**src/rtl/axi4_lite_pkg.sv**
```systemverilog
// axi4_lite_pkg: AXI4-Lite response codes, bridge FSM encodings and a constant clog2 helper
package axi4_lite_pkg;
    localparam logic [1:0] RESP_OKAY   = 2'b00;
    localparam logic [1:0] RESP_EXOKAY = 2'b01;
    localparam logic [1:0] RESP_SLVERR = 2'b10;
    localparam logic [1:0] RESP_DECERR = 2'b11;

    typedef enum logic [1:0] {W_IDLE, W_AW_W, W_B, W_ERR} wr_state_t;
    typedef enum logic [1:0] {R_IDLE, R_AR, R_R, R_ERR} rd_state_t;

    function automatic int clog2(input int value);
        int r = 0;
        while ((1 << r) < value) r++;
        return r;
    endfunction
endpackage

```
**src/rtl/axi4_lite_addr_decoder.sv**
```systemverilog
// axi4_lite_addr_decoder: maps a byte address to a slave port; lowest matching index wins
module axi4_lite_addr_decoder #(
    parameter int ADDR_WIDTH = 32,
    parameter int NUM_SLAVES = 2,
    parameter int IDX_WIDTH  = 1,
    parameter logic [NUM_SLAVES*ADDR_WIDTH-1:0] SLAVE_BASE = {32'h8000_1000, 32'h8000_0000},
    parameter logic [NUM_SLAVES*ADDR_WIDTH-1:0] SLAVE_MASK = {2{32'hFFFF_F000}}
) (
    input  logic [ADDR_WIDTH-1:0] i_addr,
    output logic                  o_hit,
    output logic [NUM_SLAVES-1:0] o_sel,
    output logic [IDX_WIDTH-1:0]  o_idx
);
    // Scan downwards so the lowest matching slot is the last one written
    always_comb begin
        o_hit = 1'b0;
        o_sel = '0;
        o_idx = '0;
        for (int i = NUM_SLAVES - 1; i >= 0; i--) begin
            if ((i_addr & SLAVE_MASK[i*ADDR_WIDTH +: ADDR_WIDTH]) == SLAVE_BASE[i*ADDR_WIDTH +: ADDR_WIDTH]) begin
                o_hit    = 1'b1;
                o_sel    = '0;
                o_sel[i] = 1'b1;
                o_idx    = IDX_WIDTH'(i);
            end
        end
    end
endmodule

```
**src/rtl/axi4_lite_master_bridge.sv**
```systemverilog
// axi4_lite_master_bridge: turns single-shot read/write requests into AXI4-Lite transactions
// to NUM_SLAVES decoded peripherals, with independent read/write FSMs and a per-transaction timeout.
module axi4_lite_master_bridge
    import axi4_lite_pkg::*;
#(
    parameter int ADDR_WIDTH     = 32,
    parameter int DATA_WIDTH     = 32,
    parameter int NUM_SLAVES     = 2,
    parameter logic [NUM_SLAVES*ADDR_WIDTH-1:0] SLAVE_BASE = {32'h8000_1000, 32'h8000_0000},
    parameter logic [NUM_SLAVES*ADDR_WIDTH-1:0] SLAVE_MASK = {2{32'hFFFF_F000}},
    parameter int TIMEOUT_CYCLES = 256
) (
    input  logic                             clk,
    input  logic                             rst,
    input  logic                             write_start,
    input  logic [ADDR_WIDTH-1:0]            write_addr,
    input  logic [DATA_WIDTH-1:0]            write_data,
    input  logic [DATA_WIDTH/8-1:0]          write_strobe,
    output logic                             write_busy,
    input  logic                             read_start,
    input  logic [ADDR_WIDTH-1:0]            read_addr,
    output logic [DATA_WIDTH-1:0]            read_data,
    output logic                             read_busy,
    output logic                             write_err,
    output logic                             read_err,
    output logic [ADDR_WIDTH-1:0]            m_awaddr,
    output logic [DATA_WIDTH-1:0]            m_wdata,
    output logic [DATA_WIDTH/8-1:0]          m_wstrb,
    output logic [ADDR_WIDTH-1:0]            m_araddr,
    output logic [NUM_SLAVES-1:0]            m_awvalid,
    output logic [NUM_SLAVES-1:0]            m_wvalid,
    output logic [NUM_SLAVES-1:0]            m_bready,
    output logic [NUM_SLAVES-1:0]            m_arvalid,
    output logic [NUM_SLAVES-1:0]            m_rready,
    input  logic [NUM_SLAVES-1:0]            m_awready,
    input  logic [NUM_SLAVES-1:0]            m_wready,
    input  logic [NUM_SLAVES-1:0]            m_bvalid,
    input  logic [NUM_SLAVES-1:0]            m_arready,
    input  logic [NUM_SLAVES-1:0]            m_rvalid,
    input  logic [2*NUM_SLAVES-1:0]          m_bresp,
    input  logic [DATA_WIDTH*NUM_SLAVES-1:0] m_rdata,
    input  logic [2*NUM_SLAVES-1:0]          m_rresp
);
    localparam int SW = DATA_WIDTH / 8;
    localparam int IW = NUM_SLAVES > 1 ? clog2(NUM_SLAVES) : 1;
    localparam int TW = TIMEOUT_CYCLES > 0 ? clog2(TIMEOUT_CYCLES + 1) : 1;
    localparam logic [TW-1:0] TMAX = TW'(TIMEOUT_CYCLES > 0 ? TIMEOUT_CYCLES - 1 : 0);

    wr_state_t              r_wstate;
    rd_state_t              r_rstate;
    logic [NUM_SLAVES-1:0]  r_wsel, r_rsel, r_awvalid, r_wvalid, r_bready, r_arvalid, r_rready;
    logic [IW-1:0]          r_widx, r_ridx;
    logic [TW-1:0]          r_wcnt, r_rcnt;
    logic                   r_werr, r_rerr;
    logic [ADDR_WIDTH-1:0]  r_awaddr, r_araddr;
    logic [DATA_WIDTH-1:0]  r_wdata, r_rdata;
    logic [SW-1:0]          r_wstrb;

    logic                   w_whit, w_rhit;
    logic [NUM_SLAVES-1:0]  w_wsel, w_rsel;
    logic [IW-1:0]          w_widx, w_ridx;

    axi4_lite_addr_decoder #(
        .ADDR_WIDTH(ADDR_WIDTH), .NUM_SLAVES(NUM_SLAVES), .IDX_WIDTH(IW),
        .SLAVE_BASE(SLAVE_BASE), .SLAVE_MASK(SLAVE_MASK)
    ) u_wdec (.i_addr(write_addr), .o_hit(w_whit), .o_sel(w_wsel), .o_idx(w_widx));

    axi4_lite_addr_decoder #(
        .ADDR_WIDTH(ADDR_WIDTH), .NUM_SLAVES(NUM_SLAVES), .IDX_WIDTH(IW),
        .SLAVE_BASE(SLAVE_BASE), .SLAVE_MASK(SLAVE_MASK)
    ) u_rdec (.i_addr(read_addr), .o_hit(w_rhit), .o_sel(w_rsel), .o_idx(w_ridx));

    // A channel counts as done once its valid has already dropped or handshakes this cycle
    wire w_aw_ok = ~|r_awvalid | |(r_awvalid & m_awready);
    wire w_w_ok  = ~|r_wvalid | |(r_wvalid & m_wready);
    wire w_b_hs  = |(r_bready & m_bvalid);
    wire w_ar_hs = |(r_arvalid & m_arready);
    wire w_r_hs  = |(r_rready & m_rvalid);
    wire w_wto   = (TIMEOUT_CYCLES != 0) && (r_wcnt == TMAX);
    wire w_rto   = (TIMEOUT_CYCLES != 0) && (r_rcnt == TMAX);
    wire [1:0] w_bresp = m_bresp[r_widx*2 +: 2];
    wire [1:0] w_rresp = m_rresp[r_ridx*2 +: 2];
    wire [DATA_WIDTH-1:0] w_rdata = m_rdata[r_ridx*DATA_WIDTH +: DATA_WIDTH];

    always_ff @(posedge clk or negedge rst) begin
        if (!rst) begin
            r_wstate  <= W_IDLE;
            r_wsel    <= '0;
            r_widx    <= '0;
            r_awvalid <= '0;
            r_wvalid  <= '0;
            r_bready  <= '0;
            r_wcnt    <= '0;
            r_werr    <= 1'b0;
            r_awaddr  <= '0;
            r_wdata   <= '0;
            r_wstrb   <= '0;
        end else begin
            r_werr <= 1'b0;
            r_wcnt <= r_wcnt + TW'(1);
            case (r_wstate)
                W_IDLE: if (write_start) begin
                    r_wcnt   <= '0;
                    r_wstate <= w_whit ? W_AW_W : W_ERR;
                    r_werr   <= ~w_whit;
                    if (w_whit) begin
                        r_awaddr  <= write_addr;
                        r_wdata   <= write_data;
                        r_wstrb   <= write_strobe;
                        r_wsel    <= w_wsel;
                        r_widx    <= w_widx;
                        r_awvalid <= w_wsel;
                        r_wvalid  <= w_wsel;
                    end
                end
                W_AW_W: if (w_wto) begin
                    r_wstate  <= W_IDLE;
                    r_awvalid <= '0;
                    r_wvalid  <= '0;
                    r_werr    <= 1'b1;
                end else if (w_aw_ok && w_w_ok) begin
                    r_wstate  <= W_B;
                    r_awvalid <= '0;
                    r_wvalid  <= '0;
                    r_bready  <= r_wsel;
                end else begin
                    if (|(r_awvalid & m_awready)) r_awvalid <= '0;
                    if (|(r_wvalid & m_wready)) r_wvalid <= '0;
                end
                W_B: if (w_b_hs || w_wto) begin
                    r_wstate <= W_IDLE;
                    r_bready <= '0;
                    r_werr   <= w_b_hs ? (w_bresp != RESP_OKAY) : 1'b1;
                end
                default: r_wstate <= W_IDLE;
            endcase
        end
    end

    always_ff @(posedge clk or negedge rst) begin
        if (!rst) begin
            r_rstate  <= R_IDLE;
            r_rsel    <= '0;
            r_ridx    <= '0;
            r_arvalid <= '0;
            r_rready  <= '0;
            r_rcnt    <= '0;
            r_rerr    <= 1'b0;
            r_araddr  <= '0;
            r_rdata   <= '0;
        end else begin
            r_rerr <= 1'b0;
            r_rcnt <= r_rcnt + TW'(1);
            case (r_rstate)
                R_IDLE: if (read_start) begin
                    r_rcnt   <= '0;
                    r_rstate <= w_rhit ? R_AR : R_ERR;
                    r_rerr   <= ~w_rhit;
                    if (w_rhit) begin
                        r_araddr  <= read_addr;
                        r_rsel    <= w_rsel;
                        r_ridx    <= w_ridx;
                        r_arvalid <= w_rsel;
                    end else begin
                        r_rdata <= '0;
                    end
                end
                R_AR: if (w_rto) begin
                    r_rstate  <= R_IDLE;
                    r_arvalid <= '0;
                    r_rerr    <= 1'b1;
                    r_rdata   <= '0;
                end else if (w_ar_hs) begin
                    r_rstate  <= R_R;
                    r_arvalid <= '0;
                    r_rready  <= r_rsel;
                end
                R_R: if (w_r_hs) begin
                    r_rstate <= R_IDLE;
                    r_rready <= '0;
                    r_rdata  <= w_rdata;
                    r_rerr   <= w_rresp != RESP_OKAY;
                end else if (w_rto) begin
                    r_rstate <= R_IDLE;
                    r_rready <= '0;
                    r_rerr   <= 1'b1;
                    r_rdata  <= '0;
                end
                default: r_rstate <= R_IDLE;
            endcase
        end
    end

    // Busy includes the start cycle itself so the core stalls immediately; gated low during reset
    assign write_busy = rst & ((r_wstate != W_IDLE) | write_start);
    assign read_busy  = rst & ((r_rstate != R_IDLE) | read_start);
    assign write_err  = r_werr;
    assign read_err   = r_rerr;
    assign read_data  = r_rdata;
    assign m_awaddr   = r_awaddr;
    assign m_wdata    = r_wdata;
    assign m_wstrb    = r_wstrb;
    assign m_araddr   = r_araddr;
    assign m_awvalid  = r_awvalid;
    assign m_wvalid   = r_wvalid;
    assign m_bready   = r_bready;
    assign m_arvalid  = r_arvalid;
    assign m_rready   = r_rready;
endmodule

```
**config.mk**
```make
export PLATFORM = sky130hd
export DESIGN_NAME = axi4_lite_master_bridge
export DESIGN_NICKNAME = d
export VERILOG_FILES = /design/src/rtl/axi4_lite_pkg.sv /design/src/rtl/axi4_lite_addr_decoder.sv /design/src/rtl/axi4_lite_master_bridge.sv
export SDC_FILE = /design/constraint.sdc
export NUM_CORES = 1
export LEC_CHECK = 0
export CAP_MARGIN = 10
export CORE_AREA = 2 2 132 134
export CTS_CLUSTER_DIAMETER = 150
export DETAILED_ROUTE_END_ITERATION = 8
export DIE_AREA = 0 0 134 136
export PLACE_DENSITY = 0.9
export REMOVE_ABC_BUFFERS = 1
export SLEW_MARGIN = 25
export SYNTH_ARGS = -nofsm -noshare
export SYNTH_HDL_FRONTEND = slang
export SYNTH_SLANG_ARGS = --single-unit
export TNS_END_PERCENT = 30
```
**constraint.sdc**
```tcl
create_clock -name clk -period 5.1 [get_ports clk]
set_input_delay 1.02 -clock clk [delete_from_list [all_inputs] [get_ports clk]]
set_output_delay 1.02 -clock clk [all_outputs]
set_load 0.005 [all_outputs]
```
==> impl_metrics.yaml <==
pwr:
  p_leak_nw: 5.26
  p_clk_share_pct: 31.5
  p_sw_share_pct: 33.5
  combinationalPowerShare_pct: 28.8
  internal_power_w: 0.00267
  ir_worst_vdd_v: 0.000216
  p_per_area_nw_per_um2: 348
  p_switching_w: 0.00134
  p_seq_share_pct: 39.7
synthesis:
  synth.avg_cell_area_um2: 12.0
  ys_types: 49
  synth-seq-area-share_pct: 57.7
  synthDominantCellAreaShare_pct: 57.7
  ys_warn_count: 0
  synth_area_um2: 7370
  synth_area_leaders: "dfrtp_1, mux2_2, mux2i_1"
  ys_top_cells_by_count: "dfrtp_1, mux2_2, nor2_1"
  synth_seq_cells: 170
  yosys.area.top_type: "dfrtp_1"
  synth_most_common_cell: "dfrtp_1"
  syn_inst: 613
  synth-main-ff-cell: "dfrtp_1"
  synth-edff-count: 0
  synthArstFlopShare_pct: 100
global_route:
  grt_antenna_before_repair: 0
  grt_max_degree: 75
  grt_usage_pct: 22.7
  overflow: 0
  first_global_vias: 6405
  grt_pass1_wl_um: 32600
sta:
  setup_viol: 0
  fin_tns_setup_ns: 0
  worst_pin_slew_ns: 0.986
  worst_slack_ns: 1.66
  max_freq_ghz: 0.290
  finalMaxSlewViolations: 0
  rsz0062_at_grt: "no"
  clock-skew-final_ns: 0.00952
  hold_violations: 0
  relSlewSlack_pct: 34.3
  post-route-period-util_pct: 67.5
  finalCriticalPeriod_ns: 3.44
routing:
  drt_wl_total_um: 20800
  drt_pass1_iterations: 4
  drc_errors: 0
  via_per_inst: 5.18
  postRouteAntennaNets: 0
  drt-initial-drc-count: 313
  vias: 6111
  wl_per_cell_um: 17.7
critical_path:
  critPathLaunch: "read_start"
  path_depth: 4
  cp-start-kind: "input port"
  path_class: "in2out"
  critPathMaxStageDelay_ns: 0.52
  path_buf_inv: 2
  crit_top_cell: "clkdlybuf4s50_1"
  arrival_ns: 2.42
  worstPathMaxFanout: 3
  reg2reg_to: "r_rsel[0]$_DFFE_PN0P_"
  critPathTopFamily: "buffers and inverters"
  reg2reg_slack_ns: 2.36
  r2r_cells: 6
  crit_path_end: "read_busy"
  cp_cell_sequence: "clkdlybuf4s50_1, nand2b_1, and2_1, clkdlybuf4s50_1"
  cp_slowest_cell: "clkdlybuf4s50_1"
  critPathCaptureType: "output port"
  cp_data_required_time_ns: 4.08
  worst_r2r_startpoint: "r_rstate[0]$_DFFE_PN0P_"
place:
  hpwl_um: 15400
  place_ws_ns: 1.26
  globalplace.congestion: 0.811
  place.port_buffers: 331
cts:
  clk_latency_ns: 0.43
  clkTransAtPathRegs_ns: 0.07
  cts_sinks: 170
  htreeDepth: 4
  cts_resized: 0
  clock_path_buffers: 2
  cts_buffers: 17
  cts_tree: "yes"
  post-cts-setup-buffer-count: 0
  clockRootBuffer: "clkbuf_16"
  cts.hold.buffers_added: 0
outcome:
  status: "complete, no violations"
hold_path:
  min_path_type: "in2async"
finish:
  drive_above_1_share_pct: 12.3
  num_antenna_cells: 0
  nets: 1136
  area_delta_synth_final_pct: 56.2
die:
  row_count: 48
  design.core.area_um2: 16900
  die_h_um: 136
  start_util_pct: 43.7
  ios: 332
  die_area_um2: 18200
  die_w_um: 134
flow_run:
  drv_cap: 0
[power groups by stage]
stage	combinational [W]	clock (W)	sequential (W)
after global routing	0.00126	0.00134	0.00161
final	0.00116	0.00126	0.00159
after CTS	0.00116	0.00129	0.00159
after global placement	0.00112	0	0.00161
after detailed placement	0.00116	0	0.00161
after floorplan	0.000575	0	0.00159
[stage by stage]
step / hold slack, ns / cell area (µm²) / total power, W / cells / util (%)
after floorplan: 0.424 / 7220 / 0.00217 / 581 / -
after global placement: 0.438 / 10900 / 0.00273 / 1146 / 64.7
after detailed placement: 0.455 / 10900 / 0.00277 / 1146 / 64.7
after CTS: 0.451 / 11500 / 0.00404 / 1178 / 68.1
after global routing: 0.459 / 11500 / 0.00422 / 1179 / 68.2
final: 0.457 / 11500 / 0.00401 / 1179 / 68.2
[cell usage in the layout (no fill, tap or decap), types with 5 or more instances in the layout]
cell,n
o21ai_0,16
inv_8,6
or3_1,5
nand3_1,11
clkbuf_16,17
dfrtp_1,169
mux2_2,63
nand2b_1,6
xor2_1,5
a21oi_1,41
nor2_1,52
nor3_1,7
clkdlybuf4s50_1,330
ha_1,9
inv_1,15
mux2i_1,34
nand2_1,16
o211ai_1,5
o2bb2ai_1,33
nor2b_1,39
buf_4,8
[kinds of logic after synthesis]
family          share of synthesized area (%)
compound gates                           10.6
xor+xnor                                0.950
fa+ha+maj                                1.53
buf+inv                                  2.83
flops                                    57.7
mux                                      14.5
simple gates                             11.9
[how the worst min path moves through the flow]
| stage | endpoint | slack, ns | cells past startpoint |
|---|---|---|---|
| floorplan | r_wcnt[0]$_DFF_PN0_ | 0.42 | 1 |
| global placement | r_wcnt[0]$_DFF_PN0_ | 0.44 | 1 |
| detailed placement | r_wcnt[0]$_DFF_PN0_ | 0.45 | 1 |
| CTS | m_awvalid[1]$_DFFE_PN0P_ | 0.45 | 1 |
| global route | m_bready[1]$_DFFE_PN0P_ | 0.46 | 1 |
| finish | m_awvalid[1]$_DFFE_PN0P_ | 0.46 | 1 |
[state kept, by name (all words and copies together), names as in the netlist]
register / cells
r_rcnt: 9
m_wvalid: 2
read_data: 32
r_wsel: 2
m_awaddr: 32
r_wstate: 2
r_rsel: 2
m_wstrb: 4
r_rstate: 2
m_awvalid: 2
m_bready: 2
m_arvalid: 2
m_rready: 2
r_wcnt: 9
m_wdata: 32
m_araddr: 32
write_err: 1
read_err: 1
[final cells by class]
cell class / count / area (µm²)
clock buffers: 17 / 425
clock inverters: 15 / 149
fillers: 1225 / 5360
inverters: 15 / 56.3
multi-input cells: 396 / 2940
flip-flops and latches: 170 / 4260
well taps: 225 / 282
repair buffers: 341 / 3410
[per-layer routing]
| metal | part of all wire, % | up-vias | GRT usage, % |
|---|---|---|---|
| met5 | 0 | - | 0 |
| met4 | 2.2 | 0 | 7.09 |
| met3 | 9.1 | 31 | 8.20 |
| met2 | 50 | 271 | 38.9 |
| met1 | 39 | 2984 | 26.6 |
| li1 | - | 2825 | - |
No activity file was read; power rests on OpenSTA's default activity.
